`src/rtl/ppu_pixel_pipe_if.sv`:
```
// rtl/ppu_pixel_pipe_if.sv - pixel stream, pattern control, palette write and RGB output bundle
interface ppu_pixel_pipe_if #(
  parameter int COLOR_BITS   = 8,
  parameter int NUM_PALETTES = 2
);
  localparam int BANK_W = (NUM_PALETTES > 1) ? $clog2(NUM_PALETTES) : 1;
  localparam int RGB_W  = 3 * COLOR_BITS;

  logic              px_en;
  logic [5:0]        px_data;
  logic [2:0]        emph;
  logic              frame_sync;
  logic [2:0]        mode_req;
  logic [BANK_W-1:0] pal_sel_req;
  logic [5:0]        test_color;
  logic              pal_we;
  logic [5+BANK_W:0] pal_waddr;
  logic [RGB_W-1:0]  pal_wdata;
  logic [RGB_W-1:0]  rgb;
  logic              rgb_valid;
  logic [8:0]        px_x;
  logic [8:0]        px_y;

  modport master (
    output px_en, px_data, emph, frame_sync, mode_req, pal_sel_req, test_color,
           pal_we, pal_waddr, pal_wdata,
    input  rgb, rgb_valid, px_x, px_y
  );

  modport slave (
    input  px_en, px_data, emph, frame_sync, mode_req, pal_sel_req, test_color,
           pal_we, pal_waddr, pal_wdata,
    output rgb, rgb_valid, px_x, px_y
  );
endinterface

```
`src/rtl/ppu_pixel_pipe.sv`:
```
// rtl/ppu_pixel_pipe.sv - PPU index to RGB pipe with test patterns, 2-cycle latency
// Optional EMPHASIS_EN adds emphasis attenuation.
module ppu_pixel_pipe #(
  parameter int COLOR_BITS    = 8,
  parameter int NUM_PALETTES  = 2,
  parameter int SCREEN_WIDTH  = 256,
  parameter int SCREEN_HEIGHT = 240
) (
  input logic             clk,
  input logic             rst_n,
  ppu_pixel_pipe_if.slave bus
);
  localparam int CB     = COLOR_BITS;
  localparam int RGB_W  = 3 * CB;
  localparam int BANK_W = (NUM_PALETTES > 1) ? $clog2(NUM_PALETTES) : 1;
  localparam int AW     = 6 + $clog2(NUM_PALETTES);
  localparam logic [8:0] X_LAST = 9'(SCREEN_WIDTH - 1);
  localparam logic [8:0] Y_LAST = 9'(SCREEN_HEIGHT - 1);

  logic [RGB_W-1:0] pal_mem [NUM_PALETTES*64];

  logic [8:0]        x_q, x_d, y_q, y_d;
  logic [7:0]        frame_cnt_q, frame_cnt_d;
  logic [2:0]        mode_q, mode_d;
  logic [BANK_W-1:0] bank_q, bank_d;
  logic              s1_valid_q, s1_valid_d, s1_raw_q, s1_raw_d;
  logic [5:0]        s1_idx_q, s1_idx_d;
  logic [RGB_W-1:0]  s1_raw_rgb_q, s1_raw_rgb_d;
  logic [BANK_W-1:0] s1_bank_q, s1_bank_d;
  logic [8:0]        s1_x_q, s1_x_d, s1_y_q, s1_y_d;
  logic [RGB_W-1:0]  rgb_q, rgb_d;
  logic              rgb_valid_q, rgb_valid_d;
  logic [8:0]        px_x_q, px_x_d, px_y_q, px_y_d;

  logic [8:0]        cur_x, cur_y;
  logic [5:0]        cur_fc;
  logic [2:0]        cur_mode;
  logic [AW-1:0]     rd_addr;
  logic [RGB_W-1:0]  color;

`ifdef EMPHASIS_EN
  logic [2:0] s1_emph_q, s1_emph_d;

  function automatic logic [CB-1:0] atten(input logic [CB-1:0] c);
    return c - (c >> 2);
  endfunction
`else
  logic unused_emph;
  assign unused_emph = ^bus.emph;
`endif

  // Read-first: the stage-2 read samples the array before this edge's write lands.
  always_ff @(posedge clk) begin
    if (bus.pal_we) pal_mem[AW'(bus.pal_waddr)] <= bus.pal_wdata;
  end

  always_comb begin
    // A frame_sync pixel is (0,0) of the new frame with the newly requested mode/bank.
    cur_x    = bus.frame_sync ? 9'd0 : x_q;
    cur_y    = bus.frame_sync ? 9'd0 : y_q;
    cur_fc   = bus.frame_sync ? frame_cnt_q[5:0] + 6'd1 : frame_cnt_q[5:0];
    cur_mode = bus.frame_sync ? bus.mode_req : mode_q;

    x_d         = cur_x;
    y_d         = cur_y;
    frame_cnt_d = bus.frame_sync ? frame_cnt_q + 8'd1 : frame_cnt_q;
    mode_d      = cur_mode;
    bank_d      = bus.frame_sync ? bus.pal_sel_req : bank_q;
    if (bus.px_en) begin
      if (cur_x == X_LAST) begin
        x_d = 9'd0;
        y_d = (cur_y == Y_LAST) ? 9'd0 : cur_y + 9'd1;
      end else begin
        x_d = cur_x + 9'd1;
      end
    end

    s1_valid_d   = bus.px_en;
    s1_raw_d     = s1_raw_q;
    s1_idx_d     = s1_idx_q;
    s1_raw_rgb_d = s1_raw_rgb_q;
    s1_bank_d    = s1_bank_q;
    s1_x_d       = s1_x_q;
    s1_y_d       = s1_y_q;
`ifdef EMPHASIS_EN
    s1_emph_d    = s1_emph_q;
`endif
    if (bus.px_en) begin
      s1_raw_d     = (cur_mode == 3'd1);
      s1_raw_rgb_d = {bus.px_data[5:4], {(CB-2){1'b0}},
                      bus.px_data[3:2], {(CB-2){1'b0}},
                      bus.px_data[1:0], {(CB-2){1'b0}}};
      s1_bank_d    = bank_d;
      s1_x_d       = cur_x;
      s1_y_d       = cur_y;
`ifdef EMPHASIS_EN
      s1_emph_d    = bus.emph;
`endif
      case (cur_mode)
        3'd2:    s1_idx_d = bus.test_color;
        3'd3:    s1_idx_d = {cur_x[7:5], 3'b000};
        3'd4:    s1_idx_d = (cur_x[3:0] == 4'd0 || cur_y[3:0] == 4'd0) ? 6'h30 : 6'h0F;
        3'd5:    s1_idx_d = cur_x[7:2] + cur_fc;
        default: s1_idx_d = bus.px_data;
      endcase
    end

    rd_addr = AW'({s1_bank_q, s1_idx_q});
    color   = s1_raw_q ? s1_raw_rgb_q : pal_mem[rd_addr];
`ifdef EMPHASIS_EN
    // emph is {B,G,R}; a clear bit dims its channel to 3/4 when any bit is set.
    if (!s1_raw_q && s1_emph_q != 3'b000) begin
      if (!s1_emph_q[0]) color[2*CB +: CB] = atten(color[2*CB +: CB]);
      if (!s1_emph_q[1]) color[CB +: CB]   = atten(color[CB +: CB]);
      if (!s1_emph_q[2]) color[0 +: CB]    = atten(color[0 +: CB]);
    end
`endif

    rgb_valid_d = s1_valid_q;
    rgb_d       = s1_valid_q ? color  : rgb_q;
    px_x_d      = s1_valid_q ? s1_x_q : px_x_q;
    px_y_d      = s1_valid_q ? s1_y_q : px_y_q;
  end

  always_ff @(posedge clk or negedge rst_n) begin
    if (!rst_n) begin
      x_q          <= '0;
      y_q          <= '0;
      frame_cnt_q  <= '0;
      mode_q       <= '0;
      bank_q       <= '0;
      s1_valid_q   <= 1'b0;
      s1_raw_q     <= 1'b0;
      s1_idx_q     <= '0;
      s1_raw_rgb_q <= '0;
      s1_bank_q    <= '0;
      s1_x_q       <= '0;
      s1_y_q       <= '0;
`ifdef EMPHASIS_EN
      s1_emph_q    <= '0;
`endif
      rgb_q        <= '0;
      rgb_valid_q  <= 1'b0;
      px_x_q       <= '0;
      px_y_q       <= '0;
    end else begin
      x_q          <= x_d;
      y_q          <= y_d;
      frame_cnt_q  <= frame_cnt_d;
      mode_q       <= mode_d;
      bank_q       <= bank_d;
      s1_valid_q   <= s1_valid_d;
      s1_raw_q     <= s1_raw_d;
      s1_idx_q     <= s1_idx_d;
      s1_raw_rgb_q <= s1_raw_rgb_d;
      s1_bank_q    <= s1_bank_d;
      s1_x_q       <= s1_x_d;
      s1_y_q       <= s1_y_d;
`ifdef EMPHASIS_EN
      s1_emph_q    <= s1_emph_d;
`endif
      rgb_q        <= rgb_d;
      rgb_valid_q  <= rgb_valid_d;
      px_x_q       <= px_x_d;
      px_y_q       <= px_y_d;
    end
  end

  assign bus.rgb       = rgb_q;
  assign bus.rgb_valid = rgb_valid_q;
  assign bus.px_x      = px_x_q;
  assign bus.px_y      = px_y_q;
endmodule

```
`src/flat_wrapper.sv`:
```
// flat-port wrapper written by rule: the top's interface ports become plain ports
module ppu_pixel_pipe_flat 
#(
  parameter int COLOR_BITS    = 8,
  parameter int NUM_PALETTES  = 2,
  parameter int SCREEN_WIDTH  = 256,
  parameter int SCREEN_HEIGHT = 240
)
  (clk, rst_n, bus_px_en, bus_px_data, bus_emph, bus_frame_sync, bus_mode_req, bus_pal_sel_req, bus_test_color, bus_pal_we, bus_pal_waddr, bus_pal_wdata, bus_rgb, bus_rgb_valid, bus_px_x, bus_px_y);
  ppu_pixel_pipe_if #(.COLOR_BITS(COLOR_BITS), .NUM_PALETTES(NUM_PALETTES)) bus_i ();
  input logic clk;
  input logic rst_n;
  input wire logic [$bits(bus_i.px_en)-1:0] bus_px_en;
  input wire logic [$bits(bus_i.px_data)-1:0] bus_px_data;
  input wire logic [$bits(bus_i.emph)-1:0] bus_emph;
  input wire logic [$bits(bus_i.frame_sync)-1:0] bus_frame_sync;
  input wire logic [$bits(bus_i.mode_req)-1:0] bus_mode_req;
  input wire logic [$bits(bus_i.pal_sel_req)-1:0] bus_pal_sel_req;
  input wire logic [$bits(bus_i.test_color)-1:0] bus_test_color;
  input wire logic [$bits(bus_i.pal_we)-1:0] bus_pal_we;
  input wire logic [$bits(bus_i.pal_waddr)-1:0] bus_pal_waddr;
  input wire logic [$bits(bus_i.pal_wdata)-1:0] bus_pal_wdata;
  output wire logic [$bits(bus_i.rgb)-1:0] bus_rgb;
  output wire logic [$bits(bus_i.rgb_valid)-1:0] bus_rgb_valid;
  output wire logic [$bits(bus_i.px_x)-1:0] bus_px_x;
  output wire logic [$bits(bus_i.px_y)-1:0] bus_px_y;
  assign bus_i.px_en = bus_px_en;
  assign bus_i.px_data = bus_px_data;
  assign bus_i.emph = bus_emph;
  assign bus_i.frame_sync = bus_frame_sync;
  assign bus_i.mode_req = bus_mode_req;
  assign bus_i.pal_sel_req = bus_pal_sel_req;
  assign bus_i.test_color = bus_test_color;
  assign bus_i.pal_we = bus_pal_we;
  assign bus_i.pal_waddr = bus_pal_waddr;
  assign bus_i.pal_wdata = bus_pal_wdata;
  assign bus_rgb = bus_i.rgb;
  assign bus_rgb_valid = bus_i.rgb_valid;
  assign bus_px_x = bus_i.px_x;
  assign bus_px_y = bus_i.px_y;
  ppu_pixel_pipe #(.COLOR_BITS(COLOR_BITS), .NUM_PALETTES(NUM_PALETTES), .SCREEN_WIDTH(SCREEN_WIDTH), .SCREEN_HEIGHT(SCREEN_HEIGHT)) u_core (.clk(clk), .rst_n(rst_n), .bus(bus_i));
endmodule
```
`config.mk`:
```
export PLATFORM = sky130hd
export DESIGN_NAME = ppu_pixel_pipe_flat
export DESIGN_NICKNAME = d
export VERILOG_FILES = /design/src/rtl/ppu_pixel_pipe_if.sv /design/src/rtl/ppu_pixel_pipe.sv /design/src/flat_wrapper.sv
export SDC_FILE = /design/constraint.sdc
export NUM_CORES = 2
export LEC_CHECK = 0
export BUFFER_PORTS_ARGS = -buffer_cell sky130_fd_sc_hd__buf_2
export CELL_PAD_IN_SITES_DETAIL_PLACEMENT = 1
export CELL_PAD_IN_SITES_GLOBAL_PLACEMENT = 2
export CORE_ASPECT_RATIO = 0.6
export CORE_UTILIZATION = 30
export CTS_BUF_LIST = sky130_fd_sc_hd__clkbuf_2 sky130_fd_sc_hd__clkbuf_4 sky130_fd_sc_hd__clkbuf_8
export CTS_CLUSTER_SIZE = 8
export DETAILED_ROUTE_END_ITERATION = 8
export PLACE_DENSITY = 0.47
export SLEW_MARGIN = 20
export SYNTH_ARGS = -nofsm -noshare
export SYNTH_HDL_FRONTEND = slang
export SYNTH_SLANG_ARGS = --single-unit
```
`constraint.sdc`:
```
create_clock -name clk -period 3.4 [get_ports clk]
set_input_delay 0.34 -clock clk [delete_from_list [all_inputs] [get_ports clk]]
set_output_delay 0.34 -clock clk [all_outputs]
set_load 0.1 [all_outputs]
```
======== Yosys cells after proc, flatten, opt, wreduce, memory -nomap -nowiden ========
Memories as Yosys holds them, arrays and structs flattened.
Cells that the tools add are included.
storage, ports and cells
  RAM bits ................................ 3072
  register bits after elaboration ......... 106
  logic and storage cells ................. 47
  input bits .............................. 55
  memories ................................ 1
  output and inout bits ................... 43
cells by class
  equality and inequality tests ........... 7
  reduce and logical (&&, ||, !) cells .... 3
  mux-type cells .......................... 15
  add/subtract/negate cells ............... 5
memory list
  memory          words  width  read ports  clocked after Yosys merged registers in  write ports  line                  text
  u_core.pal_mem  128    24     1           0                                        1            ppu_pixel_pipe.sv:20  logic [RGB_W-1:0] pal_mem [NUM_PALETTES*64];
operator list
  kind                                                                    count
  9-bit two-way mux                                                       7
  24-bit two-way mux                                                      1
  6-bit case mux with 4 select lines                                      1
  9-bit by 1-bit adder with 9-bit output (second input constant)          2
  9-bit by 8-bit equality test with 1-bit output (second input constant)  2
  6-bit two-way mux                                                       2
  8-bit by 1-bit adder with 8-bit output (second input constant)          1
  4-bit zero test                                                         2
  6-bit by 1-bit adder with 6-bit output (second input constant)          1
  6-bit adder                                                             1
  3-bit by 2-bit equality test with 1-bit output (second input constant)  2
  3-bit equality test (second input constant)                             2
  3-bit by 1-bit equality test with 1-bit output (second input constant)  1
  1-bit two-way mux                                                       3
  3-bit two-way mux                                                       1
  1-bit logical OR                                                        1

======== Depth between registers and ports, before layout ========
  depth in word-level cells ............... 5
  depth in mapped cells ................... 15
  gate-level depth less buffers ........... 10

======== Worst setup path before layout ========
OpenSTA, ideal clock, no wires.
  kind .................................... input port to flip-flop
  start point ............................. input bus_frame_sync
  end point ............................... register u_core.s1_idx_q[4]
  data arrival time ....................... 3.173 ns
  slack ................................... 0.132 ns
  required time ........................... 3.305 ns
  stages on the path ...................... 15
  buffers on the path ..................... 5
  library setup time ...................... 0.095 ns
  cells stage by stage .................... clkbuf_1 -> clkbuf_1 -> clkbuf_1 -> buf_1 -> buf_1 -> xor2_1 -> ha_1 -> inv_1 -> fa_1 -> inv_1 -> a21o_1 -> a21oi_1 -> xnor2_1 -> a21oi_1 -> o31ai_1
between the ends
  cells in the longest elaborated chain, start to end .. 5
  elaborated cells between the ends (all ways) .. 14
  those cells by class .................... add/sub (1); eq/ne (4); mux (6); reduce/logical (3)
ends and longest elaborated chain
  item                                                 line                   text
  from (decl)                                          flat_wrapper.sv:16     input wire logic [$bits(bus_i.frame_sync)-1:0] bus_frame_sync;
  branches (longest 4 deep; another with 6-bit adder)  n/a
  6-bit case mux with 4 select lines *                 ppu_pixel_pipe.sv:99   case (cur_mode)
  to (signal assigned)                                 ppu_pixel_pipe.sv:154  s1_idx_q <= s1_idx_d;
  to (decl)                                            ppu_pixel_pipe.sv:27   logic [5:0] s1_idx_q, s1_idx_d;
Every way passes the cells marked *.
A chain may end at the register's enable or synchronous reset.

======== Final worst setup path ========
  start point ............................. register u_core.s1_idx_q[0]
  end point ............................... register u_core.rgb_q[1], in the netlist u_core.bus.rgb[1]
between the ends
  cells in the longest elaborated chain, start to end .. 2
ends and longest elaborated chain
  item                  line                   text
  memory 128 x 24 bit   n/a
  24-bit two-way mux    ppu_pixel_pipe.sv:109  color = s1_raw_q ? s1_raw_rgb_q : pal_mem[rd_addr];
  to (signal assigned)  ppu_pixel_pipe.sv:162  rgb_q <= rgb_d;
  to (decl)             ppu_pixel_pipe.sv:31   logic [RGB_W-1:0] rgb_q, rgb_d;
Every way passes these cells.

==> results.toml <==
[outcome]
run_status = "finished, final reports clean"

[finish]
layoutNonFillerInstCount = 12230
synthToLayoutAreaGrowth_pct = 19.66
ff_latch_area_sq_um = 94870
drive_gt1_share_pct = 37.29
layout.nets = 6543
finish.instance_area_sq_um = 146100
num-fill-cells = 39040
multiInputGateArea_sq_um = 26400

[grt]
grt.total_usage_pct = 20.35
use_met3_pct = 4.924
grt_start_max_net_pins = 129
grtUsageMet1_pct = 31.51
grt_pass1_wl_mm = 570.3
grt_util_met2_pct = 29.17
globalRouteOverflowTotal = 0
first_global_vias = 65030
antenna_found_initial = 43
most_used_layer_global_route = "met1"

[power_and_ir_drop]
power_density_relative_to_cell_area_nw_per_um2 = 626.7
pwr-share-seq_pct = 47.7
ir_drop_worst_vdd_mv = 0.2984
total_switching_power_uw = 24910
p_comb_share_pct = 16.0
cellLeakagePower_uw = 0.04705
intPower_uw = 66660
power.share.clock_pct = 36.3
netSwitchingFraction_pct = 27.21

[critical_path]
cp_data_arrival_time_ps = 4230
worstPathBufferInverterCount = 3
classification_of_the_worst_setup_path = "reg -> reg"
worstSetupStartpointType = "register"
cp_data_required_time_ps = 4290
crit_path_max_fanout = 40
slowest_delay_ps = 700
crit_path_cell_trace = "buf_12, buf_12, buf_12, mux4_2, mux4_2, o21ai_1, nand3_1"
timing.critical_path.to_type = "register"
critPathSlowestCell = "sky130_fd_sc_hd__o21ai_1"
path_delay_family = "multiplexers"
critPathMostFrequentCell = "sky130_fd_sc_hd__buf_12"

[synth]
ys.warnings.count = 0
ys_dominant_reg_cell = "sky130_fd_sc_hd__edfxtp_1"
post_synth.cell_area_avg_sq_um = 22.41
synth.net_count = 5514
netlist-cell-type-count = 61
synthCells = 5448
synth-edff-count = 3072
async_flop_share_pct = 3.275
synthesis.area_sq_um = 122100
synth_seq_area_share_pct = 77.68
synthesis_stage_register_bit_count = 3176

[route]
drtPass1Iterations = 5
drt-wirelength-per-cell_microns = 34.65
drtAntennaViolNets = 0
dr_total_vias = 62550
post-route-drc-count = 0
route.final.wire_length_mm = 423.8
drt_first_iter_violations = 7124
via_per_inst = 5.113

[sta]
worstMarginPinSlew_ps = 1304
final_hold_viol_count = 0
post-route-period-util_pct = 98.23
rsz0062_at_grt = "no"
drv_slew = 0
fmaxAchievable_mhz = 299.4
number_of_failing_setup_endpoints_in_the_final_timing_report = 0
final_period_minus_worst_setup_slack_ps = 3340
finalClockSkew_ps = 50.54
timing.slew.headroom_pct = 13.04

[clock_tree]
cts.path.max_buffers = 4
cts.root.buffer_cell = "sky130_fd_sc_hd__clkbuf_8"
cts-buffers-inserted = 528
postCtsSetupBuffers = 0
h-tree-depth = 6
clkLatencyLatePin_ps = 1080
clock_sinks = 3176
cts_tree = "done"
clk_transition_reported_paths_ps = 60

[die]
fp.dieArea_sq_um = 409700
floorplan.core_area_sq_um = 405200
boundaryPins = 98
dieWidth_microns = 825.6
die_height_microns = 496.2
start_util_pct = 30.14
core.rowCount = 181

[job]
max-cap-violations = 0

[placed_design]
io_buffer_count = 94
total_placed_instance_area_sq_um = 135500
placed_cells = 11280
post-dp-hpwl_mm = 256.9
routabilityCongestion = 0.7952

[worst_hold_path]
hold_class = "in -> reg"
## what timing repair did
item	CTS	global route
pin swaps	0	0
hold endpoints to repair	1914	0
endpoints found under the setup margin	3	2
gates resized for setup	2	2
hold buffers	65	0
## path summary, 6_finish.rpt
path | from | to | slack, ps | depth (start not counted)
setup / recovery | u_core.s1_idx_q[0]$_DFFE_PN0P_ | u_core.bus.rgb[1]$_DFFE_PN0P_ | 60 | 7
hold / removal | bus_pal_waddr[3] | u_core.pal_mem[34][5]$_DFFE_PP_ | 150 | 5
setup reg to reg | u_core.s1_idx_q[0]$_DFFE_PN0P_ | u_core.bus.rgb[1]$_DFFE_PN0P_ | 60 | 7
hold reg to reg | u_core.frame_cnt_q[5]$_DFFE_PN0P_ | u_core.frame_cnt_q[5]$_DFFE_PN0P_ | 490 | 1
max in group asynchronous | rst_n | u_core.bus.rgb[4]$_DFFE_PN0P_ | 2510 | 4
min in group asynchronous | rst_n | u_core.bus.px_y[8]$_DFFE_PN0P_ | 500 | 4
## cell usage after synthesis, drive strengths merged (5+ instances only)
cell type	number	area share, %
nor2b	49	0.25
mux2i	157	1.3
o221ai	21	0.15
buf	170	0.82
ha	10	0.10
xnor2	14	0.10
a31oi	6	0.031
nand3	51	0.21
inv	56	0.17
o22ai	87	0.45
mux2	49	0.45
nor2	285	0.88
a22oi	48	0.30
a221oi	26	0.19
o31ai	7	0.043
a21oi	27	0.11
xor2	7	0.050
a221o	19	0.16
a2111oi	23	0.21
o21ai	45	0.18
and2	7	0.036
nand2b	16	0.082
nand4	13	0.067
edfxtp	3072	76
and3	6	0.031
nor3	26	0.11
or3	8	0.041
nand2	63	0.19
a211oi	5	0.031
mux4	810	15
or4	5	0.031
dfrtp	104	2.1
clkbuf	119	0.37
## routing by layer
| metal | wire length (microns) | share of wire (%) |
|---|---|---|
| met1 | 206200 | 49 |
| met2 | 179700 | 42 |
| met3 | 30660 | 7.2 |
| met4 | 7306 | 1.7 |
| met5 | 0 | 0 |
## per-stage QoR
stage | hold slack [ps] | power, uW | setup TNS [ps] | utilization, % | worst slack (ps)
2_1_floorplan | 44.41 | 52250 | 0 | - | 131.6
3_3_place_gp | 433.1 | 59200 | -516.6 | 33.45 | -402.5
3_5_place_dp | 433.9 | 59290 | -84.63 | 33.45 | -84.63
4_1_cts | 21.48 | 92840 | 0 | 36.04 | 19.58
5_1_grt | 101.5 | 94970 | 0 | 36.06 | 15.71
6_report | 149.0 | 91570 | 0 | 36.06 | 60.08
## sequential cells by signal (all words and copies together), names as in the netlist
name / cells
u_core.bank_q: 1
u_core.bus.px_x: 9
u_core.bus.px_y: 9
u_core.bus.rgb: 24
u_core.bus.rgb_valid: 1
u_core.frame_cnt_q: 6
u_core.mode_q: 3
u_core.pal_mem: 3072
u_core.rgb_valid_d: 1
u_core.s1_bank_q: 1
u_core.s1_idx_q: 6
u_core.s1_raw_q: 1
u_core.s1_raw_rgb_q: 6
u_core.s1_x_q: 9
u_core.s1_y_q: 9
u_core.x_q: 9
u_core.y_q: 9
## final cells by class
type | count | area share, %
Antenna cell | 10 | 0.01713
Sequential cell | 3176 | 64.93
Tap cell | 5398 | 4.622
Clock buffer | 751 | 6.256
Timing Repair Buffer | 788 | 5.486
Clock inverter | 126 | 0.4675
Inverter | 57 | 0.1550
Multi-Input combinational cell | 1926 | 18.07
## worst register-to-register path: cells and delay by family (launching register included)
kind	cells	cell delay (ps)
flops	1	460
buf+inv	3	770
simple gates	1	160
mux	2	1080
compound gates	1	700
## logic make-up after synthesis
kind of cell / count (synthesis) / synth area share [%]
flops: 3176 / 77.68
mux: 1016 / 16.68
simple gates: 544 / 2.020
fa+ha+maj: 11 / 0.1189
compound gates: 333 / 1.980
xor+xnor: 22 / 0.1691
buf+inv: 346 / 1.357
## cells in the final DEF (no fill, tap or decap), drive strengths merged, types with 19 or more instances in the layout
| master | n |
|---|---|
| a2111oi | 23 |
| a21oi | 27 |
| a221o | 19 |
| a221oi | 26 |
| a22oi | 48 |
| buf | 724 |
| clkbuf | 751 |
| clkinv | 99 |
| dfrtp | 104 |
| dlygate4sd3 | 64 |
| edfxtp | 3072 |
| inv | 66 |
| mux2 | 49 |
| mux2i | 157 |
| mux4 | 810 |
| nand2 | 63 |
| nand3 | 51 |
| nor2 | 285 |
| nor2b | 49 |
| nor3 | 26 |
| o21ai | 45 |
| o221ai | 21 |
| o22ai | 87 |
## power groups by stage
| stage | logic [uW] | clock network (uW) | registers (uW) |
|---|---|---|---|
| 6_report | 14700 | 33200 | 43700 |
| 4_1_cts | 14800 | 34200 | 43700 |
| 5_1_grt | 15400 | 35800 | 43700 |
| 3_5_place_dp | 14700 | 0 | 44600 |
| 2_1_floorplan | 7100 | 0 | 45200 |
| 3_3_place_gp | 14600 | 0 | 44600 |
Note: power is estimated with default switching activity, not from simulation.
